==> src/rtl/ram16k_arbiter_if.sv <==
// Requester-side bus for the ram16k arbiter: request handshake plus read response.
// The requester drives the master modport; the arbiter takes the slave modport.
interface ram16k_arbiter_if;
  logic        valid;
  logic        ready;
  logic        we;
  logic [15:0] addr;
  logic [15:0] wdata;
  logic        rsp_valid;
  logic [15:0] rdata;

  modport master (
    output valid,
    output we,
    output addr,
    output wdata,
    input  ready,
    input  rsp_valid,
    input  rdata
  );

  modport slave (
    input  valid,
    input  we,
    input  addr,
    input  wdata,
    output ready,
    output rsp_valid,
    output rdata
  );
endinterface

==> src/rtl/ram16k_arbiter.sv <==
// Two-requester round-robin arbiter in front of a single-port ram16k.
// One access per cycle; writes land at the end of the grant cycle, reads return
// one cycle later as a single-cycle response pulse with registered data.
module ram16k_arbiter #(
  parameter int unsigned MAX_BURST = 4,
  parameter int unsigned CNT_W     = 8
) (
  input  logic               clk,
  input  logic               rst_n,
  ram16k_arbiter_if.slave    a,
  ram16k_arbiter_if.slave    b,
  output logic [15:0]        ram_in,
  output logic               ram_load,
  output logic [15:0]        ram_address,
  input  logic [15:0]        ram_out
);

  typedef enum logic {OwnA, OwnB} owner_e;

  localparam logic [CNT_W-1:0] MaxCnt = CNT_W'(MAX_BURST);
  localparam logic [CNT_W-1:0] OneCnt = CNT_W'(1);

  owner_e           owner_q, owner_d;
  logic [CNT_W-1:0] cnt_q, cnt_d;

  logic             cur_valid;
  logic             oth_valid;
  logic             grant_cur;
  logic             grant_oth;
  logic             grant_a;
  logic             grant_b;

  logic             rsp_a_q, rsp_b_q;
  logic [15:0]      rdata_a_q, rdata_b_q;

  // Round-robin decision: the owner keeps the port until its burst budget runs out
  // and the other side is waiting; an idle cycle restarts the budget.
  always_comb begin
    cur_valid = (owner_q == OwnA) ? a.valid : b.valid;
    oth_valid = (owner_q == OwnA) ? b.valid : a.valid;
    grant_cur = 1'b0;
    grant_oth = 1'b0;
    owner_d   = owner_q;
    cnt_d     = cnt_q;
    if (cur_valid && (cnt_q < MaxCnt)) begin
      grant_cur = 1'b1;
      cnt_d     = cnt_q + OneCnt;
    end else if (oth_valid) begin
      grant_oth = 1'b1;
      owner_d   = (owner_q == OwnA) ? OwnB : OwnA;
      cnt_d     = OneCnt;
    end else if (cur_valid) begin
      // Partner idle: keep streaming with the counter parked at its limit.
      grant_cur = 1'b1;
    end else begin
      cnt_d     = '0;
    end
  end

  // Map owner-relative grants back to requesters; nothing is granted in reset.
  always_comb begin
    grant_a = 1'b0;
    grant_b = 1'b0;
    if (rst_n) begin
      grant_a = (owner_q == OwnA) ? grant_cur : grant_oth;
      grant_b = (owner_q == OwnB) ? grant_cur : grant_oth;
    end
  end

  // Drive the RAM pins from the granted requester, all-zero when idle.
  always_comb begin
    ram_address = '0;
    ram_in      = '0;
    ram_load    = 1'b0;
    unique case ({grant_b, grant_a})
      2'b01: begin
        ram_address = a.addr;
        ram_in      = a.wdata;
        ram_load    = a.we;
      end
      2'b10: begin
        ram_address = b.addr;
        ram_in      = b.wdata;
        ram_load    = b.we;
      end
      default: begin
        ram_address = '0;
        ram_in      = '0;
        ram_load    = 1'b0;
      end
    endcase
  end

  // Arbitration state: current owner and consecutive-grant counter.
  always_ff @(posedge clk) begin
    if (!rst_n) begin
      owner_q <= OwnA;
      cnt_q   <= '0;
    end else begin
      owner_q <= owner_d;
      cnt_q   <= cnt_d;
    end
  end

  // Read responses: capture the combinational RAM output at the end of a read grant.
  always_ff @(posedge clk) begin
    if (!rst_n) begin
      rsp_a_q   <= 1'b0;
      rsp_b_q   <= 1'b0;
      rdata_a_q <= '0;
      rdata_b_q <= '0;
    end else begin
      rsp_a_q <= grant_a && !a.we;
      rsp_b_q <= grant_b && !b.we;
      if (grant_a && !a.we) begin
        rdata_a_q <= ram_out;
      end
      if (grant_b && !b.we) begin
        rdata_b_q <= ram_out;
      end
    end
  end

  assign a.ready     = grant_a;
  assign b.ready     = grant_b;
  assign a.rsp_valid = rsp_a_q;
  assign b.rsp_valid = rsp_b_q;
  assign a.rdata     = rdata_a_q;
  assign b.rdata     = rdata_b_q;

endmodule

==> src/flat_wrapper.sv <==
// flat-port wrapper written by rule: the top's interface ports become plain ports
module ram16k_arbiter_flat 
#(
  parameter int unsigned MAX_BURST = 4,
  parameter int unsigned CNT_W     = 8
)
  (clk, rst_n, ram_in, ram_load, ram_address, ram_out, a_valid, a_we, a_addr, a_wdata, a_ready, a_rsp_valid, a_rdata, b_valid, b_we, b_addr, b_wdata, b_ready, b_rsp_valid, b_rdata);
  ram16k_arbiter_if a_i ();
  ram16k_arbiter_if b_i ();
  input  logic clk;
  input  logic rst_n;
  output logic [15:0] ram_in;
  output logic ram_load;
  output logic [15:0] ram_address;
  input  logic [15:0] ram_out;
  input wire logic [$bits(a_i.valid)-1:0] a_valid;
  input wire logic [$bits(a_i.we)-1:0] a_we;
  input wire logic [$bits(a_i.addr)-1:0] a_addr;
  input wire logic [$bits(a_i.wdata)-1:0] a_wdata;
  output wire logic [$bits(a_i.ready)-1:0] a_ready;
  output wire logic [$bits(a_i.rsp_valid)-1:0] a_rsp_valid;
  output wire logic [$bits(a_i.rdata)-1:0] a_rdata;
  input wire logic [$bits(b_i.valid)-1:0] b_valid;
  input wire logic [$bits(b_i.we)-1:0] b_we;
  input wire logic [$bits(b_i.addr)-1:0] b_addr;
  input wire logic [$bits(b_i.wdata)-1:0] b_wdata;
  output wire logic [$bits(b_i.ready)-1:0] b_ready;
  output wire logic [$bits(b_i.rsp_valid)-1:0] b_rsp_valid;
  output wire logic [$bits(b_i.rdata)-1:0] b_rdata;
  assign a_i.valid = a_valid;
  assign a_i.we = a_we;
  assign a_i.addr = a_addr;
  assign a_i.wdata = a_wdata;
  assign a_ready = a_i.ready;
  assign a_rsp_valid = a_i.rsp_valid;
  assign a_rdata = a_i.rdata;
  assign b_i.valid = b_valid;
  assign b_i.we = b_we;
  assign b_i.addr = b_addr;
  assign b_i.wdata = b_wdata;
  assign b_ready = b_i.ready;
  assign b_rsp_valid = b_i.rsp_valid;
  assign b_rdata = b_i.rdata;
  ram16k_arbiter #(.MAX_BURST(MAX_BURST), .CNT_W(CNT_W)) u_core (.clk(clk), .rst_n(rst_n), .a(a_i), .b(b_i), .ram_in(ram_in), .ram_load(ram_load), .ram_address(ram_address), .ram_out(ram_out));
endmodule
==> config.mk <==
export PLATFORM = sky130hd
export DESIGN_NAME = ram16k_arbiter_flat
export DESIGN_NICKNAME = d
export VERILOG_FILES = /design/src/rtl/ram16k_arbiter_if.sv /design/src/rtl/ram16k_arbiter.sv /design/src/flat_wrapper.sv
export SDC_FILE = /design/constraint.sdc
export NUM_CORES = 1
export LEC_CHECK = 0
export CORE_ASPECT_RATIO = 2
export CORE_MARGIN = 1.5
export CORE_UTILIZATION = 30
export DETAILED_ROUTE_END_ITERATION = 8
export PLACE_DENSITY_LB_ADDON = 0.25
export SETUP_SLACK_MARGIN = 0.02
export SYNTH_ARGS = -nofsm -noshare
export SYNTH_HDL_FRONTEND = slang
export SYNTH_SLANG_ARGS = --single-unit
==> constraint.sdc <==
create_clock -name clk -period 7.2 [get_ports clk]
set_input_delay 1.44 -clock clk [delete_from_list [all_inputs] [get_ports clk]]
set_output_delay 1.44 -clock clk [all_outputs]
set_load 0.01 [all_outputs]
==> out/metrics.cfg <==
[status]
run_status=finished clean

[final_layout]
design_area_sq_mm=0.00398
area_growth_pct=76.9
final_cell_count_no_fill=500
drive_gt1_share_pct=4.90
final_nets=496
final_util_pct=54.8
diodes=0

[synthesis]
synth.area.top_cells=dfxtp_1 (38%), mux2i_1 (14%), a22oi_1 (11%), nand2_1 (8.7%), nor2_1 (6.0%)
async_reset_ff_share_pct=0
yosysWarnings=0
yosys.area.top_type=dfxtp_1
synth_edf_count=0
syn_inst=266
synth_fp_nets=355
ys_ff_latch=43
ys.flop_type=dfxtp_1
syn_area_sq_mm=0.00225
synth.distinct_cells=40
avgSynthCellArea_sq_um=8.46
seq_area_frac_synth_pct=38.3
synthDominantCellAreaShare_pct=38.3

[clock_network]
clk_latency_ns=0.28
cts_setup_buffers=0
cts_tree=built
cts_max_level=2
cts_resized=0
clk_pin_slew_ns=0.06
numCtsBuffers=5
holdBufCountCts=0
clockBufferDepth=2
cts_root_buf=clkbuf_16
cts_sinks=43

[grt]
grt_pass1_vias=2484
grt_max_degree=59
grt_pass1_wl_um=11400
overflow=0
antenna_found_initial=0
grt_use_total_pct=17.6

[placed_design]
port_buffers=154
placed_area_sq_mm=0.00379
dpl.hpwl_um=5440
place.gp.congestion=0.737
dp_cells=492

[setup_path]
end_kind=primary output
path_class=input port to primary output
worstPathArrival_ns=4.39
required_ns=5.76
start_kind=input port
crit_fanout=33

[sta]
maxSlewViolCount=0
period_minus_slack_ns=5.83
period_share_pct=81.0
rsz0062_at_grt=no
fmax_mhz=172
worst_pin_slew_ns=1.17
hold_viol=0
max_slew_margin_pct=22.1
tns_ns=0
setup_viol=0
hold-worst-slack_ns=0.458
finalClockSkew_ns=0.00421

[drt]
wire_per_inst_um=14.4
wl_um=7190
antenna_left=0
first_iter_violations=104
firstDrtPassIters=4
drc=0
vias=2488
drt-vias-per-instance=4.98

[die]
die_y_um=125
core_area_sq_mm=0.00727
start_util_pct=31.0
die-area_sq_mm=0.00806
die_x_um=64.2
std_cell_rows=44
ios=155

[job]
drv_cap=0

[power]
peakVddDrop_mv=0.188
p_leak_nw=1.56
power_density_mw_per_mm2=172

[hold_path]
hp-class=flip-flop to flip-flop

critical path: stages:
cell             delay, ns
clkdlybuf4s50_1       0.58
inv_1                 0.20
a211oi_1              0.08
or3_1                 0.45
ha_1                  0.98
nor2_1                0.14
clkdlybuf4s50_1       0.52
worst paths after layout:
check / start / endpoint / slack, ns / cells after the start
worst min register to register: u_core.b.rdata[15]$_SDFFE_PN0P_ / u_core.b.rdata[15]$_SDFFE_PN0P_ / 0.46 / 2
worst min-delay path: u_core.b.rdata[15]$_SDFFE_PN0P_ / u_core.b.rdata[15]$_SDFFE_PN0P_ / 0.46 / 2
worst max-delay path: a_valid / ram_in[7] / 1.37 / 7
worst max register to register: u_core.cnt_q[2]$_SDFFE_PN0P_ / u_core.a.rdata[9]$_SDFFE_PN0P_ / 4.76 / 4
cell usage after synthesis (all sizes together), types with 2 or more instances:
cell and number:
mux2i 32, o311ai 2, dfxtp 43, and3 5
a21oi 3, a22oi 33, nor2 36, nand4 2
buf 5, nor4 2, clkbuf 18, o21ai 4
nand2 52, a21boi 3, inv 4, nand3 3
ha 3
area by class of cell:
cell class              instances  area (sq um)
clock inverters                 3          67.6
flip-flops and latches         43           861
fillers                       677          3290
repair buffers                158          1570
multi-input cells             195          1230
inverters                       4          15.0
clock buffers                   5           125
well taps                      92           115
layout by cell type (no fill, tap or decap), types with 2 or more instances in the layout:
cell             instances
inv_1                    4
nand4_1                  2
mux2i_1                 32
clkbuf_16                5
dfxtp_1                 43
nand3_1                  2
ha_1                     3
bufinv_16                2
and3_1                   5
buf_4                    4
nor2_1                  36
a21boi_0                 3
a21oi_1                  3
o21ai_0                  3
clkdlybuf4s50_1        153
o311ai_0                 2
a22oi_1                 33
nand2_1                 52
sequential cells by signal, indices dropped and copies added, names as in the netlist:
name and flops:
u_core.b.rsp_valid 1, u_core.a.rsp_valid 1, u_core.b.rdata 16, u_core.cnt_q 8, u_core.a.rdata 16, u_core.owner_q 1
kinds of logic after synthesis:
group / count (synthesis) / synth area share, %
AOI/OAI and AO/OA: 53 / 17.1
DFF: 43 / 38.3
muxes: 32 / 14.2
adders and majority gates: 3 / 1.67
buffers and inverters: 28 / 7.40
and+or+nand+nor: 107 / 21.4
metal layers:
| metal | global-route usage [%] | wire (um) | vias up |
|---|---|---|---|
| li1 | - | - | 1216 |
| met1 | 17.4 | 2630 | 1122 |
| met2 | 33.2 | 3680 | 142 |
| met3 | 4.77 | 752 | 8 |
| met4 | 7.38 | 129 | 0 |
| met5 | 0 | 0 | - |
power by group:
| part | total [mW] | internal (mW) | switching [mW] | leakage (nW) |
|---|---|---|---|---|
| clock | 0.290 | 0.199 | 0.0914 | 0.0900 |
| sequential | 0.252 | 0.247 | 0.00530 | 0.350 |
| combinational | 0.141 | 0.0836 | 0.0572 | 1.12 |
stage by stage:
step / worst slack, ns / total power, mW
CTS: 1.37 / 0.693
global route: 1.17 / 0.712
floorplan: 2.64 / 0.315
global placement: 1.45 / 0.396
finish: 1.37 / 0.683
detailed placement: 1.37 / 0.398
(Power assumes the default switching activity.)
